### src/rtl/sonar_pkg.sv
// rtl/sonar_pkg.sv - Shared state encoding, default timing constants and pin mode codes for the sonar ping sequencer
package sonar_pkg;

  typedef enum logic [2:0] {
    IDLE      = 3'd0,
    CFG_TRIG  = 3'd1,
    CFG_ECHO  = 3'd2,
    TRIG_HI   = 3'd3,
    TRIG_LO   = 3'd4,
    WAIT_RISE = 3'd5,
    MEASURE   = 3'd6,
    DONE      = 3'd7
  } state_t;

  // 10 us trigger, 30 ms echo window, 60 ms auto-ping interval at 50 MHz
  localparam int TRIG_CYCLES_DEF    = 500;
  localparam int TIMEOUT_CYCLES_DEF = 1500000;
  localparam int PING_PERIOD_DEF    = 3000000;

  localparam logic MODE_IN  = 1'b0;
  localparam logic MODE_OUT = 1'b1;

endpackage

### src/rtl/sonar_ping_ctrl_if.sv
// rtl/sonar_ping_ctrl_if.sv - Request/result and GPIO-bank signal bundle; SONAR_AUTOPING_EN adds auto_en
interface sonar_ping_ctrl_if #(
  parameter int CNT_W = 24
);
  logic             start;
  logic [2:0]       trig_sel;
  logic [2:0]       echo_sel;
`ifdef SONAR_AUTOPING_EN
  logic             auto_en;
`endif
  logic [7:0]       pins_in;
  logic [2:0]       pin_num;
  logic             pin_data;
  logic             val_we;
  logic             mode_we;
  logic             busy;
  logic             done;
  logic             timeout;
  logic [CNT_W-1:0] echo_width;

`ifdef SONAR_AUTOPING_EN
  modport master (
    output start, trig_sel, echo_sel, auto_en, pins_in,
    input  pin_num, pin_data, val_we, mode_we, busy, done, timeout, echo_width
  );
  modport slave (
    input  start, trig_sel, echo_sel, auto_en, pins_in,
    output pin_num, pin_data, val_we, mode_we, busy, done, timeout, echo_width
  );
`else
  modport master (
    output start, trig_sel, echo_sel, pins_in,
    input  pin_num, pin_data, val_we, mode_we, busy, done, timeout, echo_width
  );
  modport slave (
    input  start, trig_sel, echo_sel, pins_in,
    output pin_num, pin_data, val_we, mode_we, busy, done, timeout, echo_width
  );
`endif
endinterface

### src/rtl/sonar_sync2.sv
// rtl/sonar_sync2.sv - Two-flop synchroniser with asynchronous active-low reset
module sonar_sync2 (
  input  logic clk,
  input  logic rst_n,
  input  logic d,
  output logic q
);
  logic meta;

  always_ff @(posedge clk or negedge rst_n) begin
    if (!rst_n) begin
      meta <= 1'b0;
      q    <= 1'b0;
    end else begin
      meta <= d;
      q    <= meta;
    end
  end
endmodule

### src/rtl/sonar_ping_ctrl.sv
// rtl/sonar_ping_ctrl.sv - Ultrasonic ping sequencer owning the GPIO bank; macro SONAR_AUTOPING_EN adds periodic auto-ping
module sonar_ping_ctrl
  import sonar_pkg::*;
#(
  parameter int CNT_W          = 24,
  parameter int TRIG_CYCLES    = TRIG_CYCLES_DEF,
  parameter int TIMEOUT_CYCLES = TIMEOUT_CYCLES_DEF
`ifdef SONAR_AUTOPING_EN
  ,
  parameter int PING_PERIOD    = PING_PERIOD_DEF
`endif
) (
  input  logic             clk,
  input  logic             reset,
  sonar_ping_ctrl_if.slave bus
);
  localparam logic [CNT_W-1:0] TRIG_LAST = CNT_W'(TRIG_CYCLES - 1);
  localparam logic [CNT_W-1:0] TMO_LAST  = CNT_W'(TIMEOUT_CYCLES - 1);

  state_t           state, state_n;
  logic [2:0]       trig_q, trig_n, echo_q, echo_n;
  logic [CNT_W-1:0] cnt, cnt_n, tmo, tmo_n, width, width_n;
  logic             timeout_q;
  logic [CNT_W-1:0] width_q;
  logic             res_load, res_timeout;
  logic [CNT_W-1:0] res_width;
  logic             start_req, start_acc, echo_s;
  logic [2:0]       pin_num_c;
  logic             pin_data_c, val_we_c, mode_we_c;

  function automatic logic [CNT_W-1:0] sat_inc(input logic [CNT_W-1:0] v);
    return (&v) ? v : v + CNT_W'(1);
  endfunction

  sonar_sync2 u_echo_sync (
    .clk   (clk),
    .rst_n (reset),
    .d     (bus.pins_in[echo_q]),
    .q     (echo_s)
  );

`ifdef SONAR_AUTOPING_EN
  // Wide enough to hold PING_PERIOD even when CNT_W is narrow
  localparam int PW = ($clog2(PING_PERIOD + 1) > CNT_W) ? $clog2(PING_PERIOD + 1) : CNT_W;
  localparam logic [PW-1:0] PERIOD_LAST = PW'(PING_PERIOD - 1);

  logic [PW-1:0] period_cnt;
  logic          auto_req;

  // Holding at PERIOD_LAST keeps the request pending until IDLE accepts it
  assign auto_req  = bus.auto_en && (period_cnt == PERIOD_LAST);
  assign start_req = bus.start || auto_req;

  always_ff @(posedge clk or negedge reset) begin
    if (!reset) begin
      period_cnt <= '0;
    end else if (start_acc || !bus.auto_en) begin
      period_cnt <= '0;
    end else if (period_cnt != PERIOD_LAST) begin
      period_cnt <= period_cnt + PW'(1);
    end
  end
`else
  assign start_req = bus.start;
`endif

  always_ff @(posedge clk or negedge reset) begin
    if (!reset) begin
      state     <= IDLE;
      trig_q    <= '0;
      echo_q    <= '0;
      cnt       <= '0;
      tmo       <= '0;
      width     <= '0;
      timeout_q <= 1'b0;
      width_q   <= '0;
    end else begin
      state  <= state_n;
      trig_q <= trig_n;
      echo_q <= echo_n;
      cnt    <= cnt_n;
      tmo    <= tmo_n;
      width  <= width_n;
      if (res_load) begin
        timeout_q <= res_timeout;
        width_q   <= res_width;
      end
    end
  end

  always_comb begin
    state_n     = state;
    trig_n      = trig_q;
    echo_n      = echo_q;
    cnt_n       = cnt;
    tmo_n       = tmo;
    width_n     = width;
    start_acc   = 1'b0;
    res_load    = 1'b0;
    res_timeout = 1'b0;
    res_width   = '0;
    pin_num_c   = '0;
    pin_data_c  = 1'b0;
    val_we_c    = 1'b0;
    mode_we_c   = 1'b0;
    case (state)
      IDLE: begin
        if (start_req) begin
          start_acc = 1'b1;
          trig_n    = bus.trig_sel;
          echo_n    = bus.echo_sel;
          cnt_n     = '0;
          tmo_n     = '0;
          width_n   = '0;
          if (bus.trig_sel == bus.echo_sel) begin
            state_n     = DONE;
            res_load    = 1'b1;
            res_timeout = 1'b1;
          end else begin
            state_n = CFG_TRIG;
          end
        end
      end
      CFG_TRIG: begin
        pin_num_c  = trig_q;
        pin_data_c = MODE_OUT;
        mode_we_c  = 1'b1;
        state_n    = CFG_ECHO;
      end
      CFG_ECHO: begin
        pin_num_c  = echo_q;
        pin_data_c = MODE_IN;
        mode_we_c  = 1'b1;
        state_n    = TRIG_HI;
      end
      TRIG_HI: begin
        if (cnt == '0) begin
          pin_num_c  = trig_q;
          pin_data_c = 1'b1;
          val_we_c   = 1'b1;
        end
        if (cnt == TRIG_LAST) state_n = TRIG_LO;
        else                  cnt_n   = sat_inc(cnt);
      end
      TRIG_LO: begin
        pin_num_c = trig_q;
        val_we_c  = 1'b1;
        state_n   = WAIT_RISE;
      end
      WAIT_RISE: begin
        tmo_n = sat_inc(tmo);
        if (tmo == TMO_LAST) begin
          state_n     = DONE;
          res_load    = 1'b1;
          res_timeout = 1'b1;
        end else if (echo_s) begin
          state_n = MEASURE;
          width_n = CNT_W'(1);
        end
      end
      MEASURE: begin
        tmo_n = sat_inc(tmo);
        // A falling echo beats a coincident timeout
        if (!echo_s) begin
          state_n   = DONE;
          res_load  = 1'b1;
          res_width = width;
        end else if (tmo == TMO_LAST) begin
          state_n     = DONE;
          res_load    = 1'b1;
          res_timeout = 1'b1;
        end else begin
          width_n = sat_inc(width);
        end
      end
      DONE:    state_n = IDLE;
      default: state_n = IDLE;
    endcase
  end

  assign bus.pin_num    = pin_num_c;
  assign bus.pin_data   = pin_data_c;
  assign bus.val_we     = val_we_c;
  assign bus.mode_we    = mode_we_c;
  assign bus.busy       = (state != IDLE);
  assign bus.done       = (state == DONE);
  assign bus.timeout    = timeout_q;
  assign bus.echo_width = width_q;
endmodule

### src/flat_wrapper.sv
// flat-port wrapper written by rule: the top's interface ports become plain ports
module sonar_ping_ctrl_flat import sonar_pkg::*;
#(
  parameter int CNT_W          = 24,
  parameter int TRIG_CYCLES    = TRIG_CYCLES_DEF,
  parameter int TIMEOUT_CYCLES = TIMEOUT_CYCLES_DEF

)
  (clk, reset, bus_start, bus_trig_sel, bus_echo_sel, bus_pins_in, bus_pin_num, bus_pin_data, bus_val_we, bus_mode_we, bus_busy, bus_done, bus_timeout, bus_echo_width);
  sonar_ping_ctrl_if #(.CNT_W(CNT_W)) bus_i ();
  input  logic clk;
  input  logic reset;
  input wire logic [$bits(bus_i.start)-1:0] bus_start;
  input wire logic [$bits(bus_i.trig_sel)-1:0] bus_trig_sel;
  input wire logic [$bits(bus_i.echo_sel)-1:0] bus_echo_sel;
  input wire logic [$bits(bus_i.pins_in)-1:0] bus_pins_in;
  output wire logic [$bits(bus_i.pin_num)-1:0] bus_pin_num;
  output wire logic [$bits(bus_i.pin_data)-1:0] bus_pin_data;
  output wire logic [$bits(bus_i.val_we)-1:0] bus_val_we;
  output wire logic [$bits(bus_i.mode_we)-1:0] bus_mode_we;
  output wire logic [$bits(bus_i.busy)-1:0] bus_busy;
  output wire logic [$bits(bus_i.done)-1:0] bus_done;
  output wire logic [$bits(bus_i.timeout)-1:0] bus_timeout;
  output wire logic [$bits(bus_i.echo_width)-1:0] bus_echo_width;
  assign bus_i.start = bus_start;
  assign bus_i.trig_sel = bus_trig_sel;
  assign bus_i.echo_sel = bus_echo_sel;
  assign bus_i.pins_in = bus_pins_in;
  assign bus_pin_num = bus_i.pin_num;
  assign bus_pin_data = bus_i.pin_data;
  assign bus_val_we = bus_i.val_we;
  assign bus_mode_we = bus_i.mode_we;
  assign bus_busy = bus_i.busy;
  assign bus_done = bus_i.done;
  assign bus_timeout = bus_i.timeout;
  assign bus_echo_width = bus_i.echo_width;
  sonar_ping_ctrl #(.CNT_W(CNT_W), .TRIG_CYCLES(TRIG_CYCLES), .TIMEOUT_CYCLES(TIMEOUT_CYCLES)) u_core (.clk(clk), .reset(reset), .bus(bus_i));
endmodule
### config.mk
export PLATFORM = sky130hd
export DESIGN_NAME = sonar_ping_ctrl_flat
export DESIGN_NICKNAME = d
export VERILOG_FILES = /design/src/rtl/sonar_pkg.sv /design/src/rtl/sonar_ping_ctrl_if.sv /design/src/rtl/sonar_sync2.sv /design/src/rtl/sonar_ping_ctrl.sv /design/src/flat_wrapper.sv
export SDC_FILE = /design/constraint.sdc
export NUM_CORES = 1
export LEC_CHECK = 0
export CAP_MARGIN = 20
export CORE_MARGIN = 2
export CORE_UTILIZATION = 60
export DETAILED_ROUTE_END_ITERATION = 8
export PLACE_DENSITY_LB_ADDON = 0.1
export SYNTH_ARGS = -nofsm -noshare
export SYNTH_HDL_FRONTEND = slang
export SYNTH_HIERARCHICAL = 1
export SYNTH_SLANG_ARGS = --single-unit
### constraint.sdc
create_clock -name clk -period 6.7 [get_ports clk]
set_input_delay 1.34 -clock clk [delete_from_list [all_inputs] [get_ports clk]]
set_output_delay 1.34 -clock clk [all_outputs]
set_load 0.1 [all_outputs]
Word-level counts from Yosys, hierarchy flattened
Cells that the tools add are included.
{ "op_classes": {"addsub": 3, "magnitude_cmp": 1, "n_eq_ne": 22, "mux": 37, "reduce_logical": 17} }
{ "ops": {"columns": ["operator", "n"], "rows": [
  ["$mux W24", 11],
  ["$pmux W24 S2", 2],
  ["$add A24 B1 Y24 const B", 3],
  ["$pmux W24 S3", 1],
  ["$reduce_and A24 Y1", 3],
  ["$eq A24 B21 Y1 const B", 1],
  ["$eq A24 B9 Y1 const B", 1],
  ["$logic_not A24 Y1", 1],
  ["$mux W3", 8],
  ["$pmux W3 S8", 1],
  ["$ne A2 B2 Y1 const B", 9],
  ["$eq A3 B3 Y1 const B", 4],
  ["$pmux W3 S3", 1],
  ["$mux W1", 8],
  ["$reduce_and A4 Y1", 2],
  ["$reduce_and A7 Y1", 1],
  ["$eq A3 B2 Y1 const B", 2],
  ["$ne A3 B2 Y1 const B", 2],
  ["$pmux W1 S3", 2],
  ["$reduce_bool A3 Y1", 2],
  ["$reduce_or A2 Y1", 3],
  ["$lt A3 B4 Y1 const B", 1],
  ["$pmux W1 S2", 2],
  ["$reduce_bool A2 Y1", 2],
  ["7 further kinds", 7]
]} }
{ "word_totals": {"register_bits": 108, "in_bits": 17, "out_inout_bits": 33, "wordCells": 90} }

Longest topological paths before layout
{ "logic_depth": {"word_depth": 5, "depth_mapped": 9, "ltp_nobuf": 6} }

Cells and area by module
Netlist, hierarchy kept.
{ "modules_own_cells": {"columns": ["mod", "instances", "cells_each", "area_each_um2"], "rows": [
  ["sonar_ping_ctrl", 1, 697, 6273.5],
  ["sonar_sync2", 1, 2, 50.0]
]} }

Least setup slack after synthesis
Ideal clock, no wire load.
{ "synth_path": {"path_kind": "reg2out", "from": "register u_core.state[0]", "to": "output port bus_pin_num[0]", "arrival_time_ns": 2.764, "path_slack_ns": 2.596, "path_stages_with_launch": 7, "n_path_buf": 2, "cell_sequence": "dfrtp_1 -> buf_2 -> clkbuf_1 -> nand3_1 -> nor4_1 -> a21o_1 -> o2bb2ai_1"} }
{ "synth_between": {"elab_chain_len": 3, "word_cells_on_any_way": 6, "cone_classes": "eq/ne: 4; mux: 1; reduce/logical: 1"} }
{ "synth_lines": {"columns": ["item", "line_no", "text"], "rows": [
  ["start, declared", "sonar_ping_ctrl.sv:20", "state_t state, state_n;"],
  ["start signal, assigned", "sonar_ping_ctrl.sv:78", "state <= state_n;"],
  ["$eq A3 B1 Y1 / $eq A3 B3 Y1 (equally long branches)", "sonar_ping_ctrl.sv:106", "case (state)"],
  ["$reduce_or A2 Y1 (no source line)", null, null],
  ["$pmux W3 S3 *", "sonar_ping_ctrl.sv:106", null],
  ["end, declared", "flat_wrapper.sv:17", "output wire logic [$bits(bus_i.pin_num)-1:0] bus_pin_num;"]
]} }
Mark *: on every way between the ends. The rest lies on a longest branch, timed or not.

Final worst setup path
{ "layout_path": {"from": "register u_core.cnt[20]", "to": "output port bus_pin_num[0]"} }
{ "layout_between": {"elab_chain_len": 3} }
{ "layout_lines": {"columns": ["item", "line_no", "text"], "rows": [
  ["start, declared", "sonar_ping_ctrl.sv:22", "logic [CNT_W-1:0] cnt, cnt_n, tmo, tmo_n, width, width_n;"],
  ["start signal, assigned", "sonar_ping_ctrl.sv:81", "cnt <= cnt_n;"],
  ["$logic_not A24 Y1", "sonar_ping_ctrl.sv:137", "if (cnt == '0) begin"],
  ["$mux W3", "sonar_ping_ctrl.sv:137", null],
  ["$pmux W3 S3", "sonar_ping_ctrl.sv:106", null]
]} }
Every way passes these cells.

==> results_dict.tcl <==
set metrics [dict create \
    ys_seq_area_frac 0.427 \
    drt_iter0_drc 708 \
    cts_tree "yes" \
    fin_cells 853 \
    finalCriticalPeriod_ns 4.52 \
    route.detailed.drc 0 \
    ios 50 \
    netlist_area_sq_um 6320 \
    synth-main-ff-cell "dfrtp_1" \
    crit_family "buffers and inverters" \
    antenna_found_initial 0 \
    cts.htree.levels 3 \
    arrival_ns 3.18 \
    intPower_mw 1.03 \
    r2r_cells 6 \
    status "finished, final reports clean" \
    die_area_sq_um 11400 \
    vdd_ir_drop_max_uv 229 \
    cts_buffer_depth 2 \
    hold_viol_final 0 \
    cts-buffers-inserted 9 \
    holdBufCountCts 0 \
    grt_max_degree 70 \
    worst_path_max_delay_cell "clkdlybuf4s50_1" \
    place_ws_ns 2.62 \
    path_class "register to output port" \
    critical_path.endpoint "bus_pin_num[0]" \
    fmax_mhz 221 \
    drt_wl_total_mm 16.3 \
    vias_per_cell 6.92 \
    cap_violations 0 \
    switchingPower_mw 0.518 \
    post_cts_resized 0 \
    fin_ws_ns 2.18 \
    sequentialPowerShare 0.582 \
    grt_util_all_layers 0.296 \
    drv_slew 0 \
    power_frac_comb 0.148 \
    cts.sinks 108 \
    final-seq-area_sq_um 2700 \
    worst_pin_slew_ns 1.02 \
    p_clk_frac 0.270 \
    grt_first_pass_wirelength_mm 26.8 \
    io_buffers 49 \
    area_delta_synth_final_pct 11.5 \
    hold_class "register to register" \
    dp_cells 837 \
    finClkSkew_ns 0.0191 \
    nets 733 \
    final.fill_count 804 \
    hpwl_mm 11.1 \
    drive_above_1_share 0.0572 \
    cpPeakStageDelay_ns 1.16 \
    rr_startpoint "u_core/state[2]" \
    grt_overflow 0 \
    place_area_sq_um 6840 \
    die_w_um 107 \
    timing.rr.end "u_core/width[1]" \
    p_per_area_nw_per_um2 219 \
    finalPower_mw 1.55 \
    syn_avg_cell_area_sq_um 9.05 \
    crit_buf_inv 1 \
    gp_congestion 0.882 \
    leakagePower_nw 2.58 \
    ys.warnings.count 6 \
    end_kind "output port" \
    period_share 0.674 \
    synthCells 699 \
    antenna_left 0 \
    syn_nets 720 \
    cp.required_ns 5.36 \
    routedWlPerCell_um 19.1 \
    grt_pass1_vias 5325 \
    swShare 0.335 \
    first_pass_iters 5 \
    synth-seq-cells 108 \
    r2r_setup_slack_ns 3.51 \
    crit_path_max_fanout 5 \
    vias 5903 \
    path_cells "nor4_1 -> nand3_1 -> nor4_1 -> a21o_1 -> o2bb2ai_1 -> clkdlybuf4s50_1" \
    cts-root-buf "clkbuf_8" \
    synth_cell_type_count 59 \
    diodes 0 \
    core_sq_um 10300 \
    path_clk_slew_ns 0.11 \
    multi_input_area_sq_um 3360 \
    clk_latency_ns 0.40 \
    cpMostUsedCell "nor4_1" \
    finalSetupTns_ns 0 \
    cts_setup_buffers 0 \
    cp.depth 6 \
    relSlewSlack 0.317 \
    synth_edf_count 0 \
    crit_start "u_core/cnt[20]" \
    initial_core_util 0.615 \
    rsz0062_at_grt "false" \
    finalSetupViolCount 0 \
    start_kind "register" \
    async_flop_share 1.00 \
    num_rows 37 \
    fin_area_sq_um 7050 \
    die_h_um 107 \
]
[how the worst min path moves through the flow]
stage | start | depth (start not counted) | end | slack (ns)
2_1_floorplan | u_core/u_echo_sync/meta | 0 | u_core/u_echo_sync/q | 0.33
3_3_place_gp | u_core/u_echo_sync/meta | 0 | u_core/u_echo_sync/q | 0.35
3_5_place_dp | u_core/u_echo_sync/meta | 0 | u_core/u_echo_sync/q | 0.35
4_1_cts | u_core/u_echo_sync/meta | 0 | u_core/u_echo_sync/q | 0.36
5_1_grt | u_core/u_echo_sync/meta | 0 | u_core/u_echo_sync/q | 0.36
6_report | u_core/u_echo_sync/meta | 0 | u_core/u_echo_sync/q | 0.36
[placed cells by master, fill, tap and decap left out, types with 5 or more instances in the layout]
master           netlist  routed
a41o_1                24      24
nor4_1                12      11
or2_2                  5       5
nand3_1               29      29
a31oi_1               40      40
dfrtp_1              108     108
or4_1                 11      11
clkbuf_8               0       9
nand4_1               28      28
and4_1                15      15
clkdlybuf4s50_1        0      48
o21ai_0               36      36
inv_1                 14      14
nor3_1                17      17
a21oi_1               34      34
nand2_1               71      71
buf_4                  0       9
nor2_1                36      36
or3_1                 18      18
a32o_1                24      24
mux2i_1                8       8
nand2b_1               7       7
and3_1                13      13
o31ai_1               15      15
[registers in the layout, indices dropped and copies added (netlist names)]
signal                   flops
u_core/bus.echo_width       24
u_core/cnt                  24
u_core/tmo                  24
u_core/width                24
u_core/echo_q                3
u_core/state                 3
u_core/trig_q                3
u_core/bus.timeout           1
u_core/u_echo_sync/meta      1
u_core/u_echo_sync/q         1
[cell families (layout without fill, tap and decap cells)]
| logic type | after synthesis | after routing | share of synthesized area |
|---|---|---|---|
| XOR/XNOR | 7 | 7 | 0.00970 |
| AND/OR/NAND/NOR | 281 | 281 | 0.241 |
| AO/OA/AOI/OAI | 216 | 216 | 0.247 |
| adder cells (fa/ha/maj) | 4 | 4 | 0.00791 |
| flip-flops | 108 | 108 | 0.427 |
| multiplexers | 12 | 12 | 0.0233 |
| buffers and inverters | 71 | 89 | 0.0435 |
[power groups by stage]
stage	sequential (mW)	combinational, mW	clock [mW]
after floorplan	0.839	0.189	0
after global placement	0.897	0.216	0
after detailed placement	0.904	0.228	0
after CTS	0.894	0.229	0.425
after global routing	0.917	0.261	0.448
final	0.900	0.228	0.418
[per-stage QoR]
stage          utilization  hold WS, ns
2_1_floorplan            -        0.331
3_3_place_gp         0.665        0.351
3_5_place_dp         0.666        0.348
4_1_cts              0.686        0.364
5_1_grt              0.686        0.365
6_report             0.686        0.358
[final cells by class]
cell class              count  share of cell area
flip-flops and latches    108               0.383
well taps                 136              0.0241
clock inverters             7              0.0122
clock buffers               9              0.0176
repair buffers             58              0.0784
inverters                  15             0.00798
multi-input cells         520               0.476
[synthesized netlist by cell type (3+ instances only)]
library cell  instances  share of area
xor2_1                4         0.0055
clkbuf_1             47          0.028
nor2_1               36          0.021
or2_2                 5         0.0049
a32o_1               24          0.038
and4_1               15          0.021
and2_1                3         0.0030
nand3_1              29          0.023
nand2b_1              7         0.0069
a22oi_1               3         0.0036
xnor2_1               3         0.0042
a41o_1               24          0.038
o2bb2ai_1             3         0.0042
a31oi_1              40          0.040
o21ai_0              36          0.028
o21a_1                3         0.0036
nor3_1               17          0.013
a21oi_1              34          0.027
mux2i_1               8          0.013
and3_1               13          0.013
o31ai_1              15          0.018
buf_2                 7         0.0055
ha_1                  4         0.0079
o211a_1               3         0.0047
or4_1                11          0.013
or3_1                18          0.018
a211o_1               3         0.0042
a21o_1                3         0.0036
o211ai_1              4         0.0047
o311ai_0              3         0.0042
a41oi_1               4         0.0055
nand2_1              71          0.042
nand4_1              28          0.028
dfrtp_1             108           0.43
nor4_1               12          0.012
nor4b_1               3         0.0042
inv_1                14         0.0083
nand3b_1              3         0.0036
[layer usage]
metal	wire (um)	GRT usage	vias to the layer above
met4	221	0.0891	0
met1	7400	0.441	2919
met2	7420	0.437	216
met5	0	0	-
met3	1270	0.0602	19
li1	-	-	2749
No activity file was read; power rests on OpenSTA's default activity.
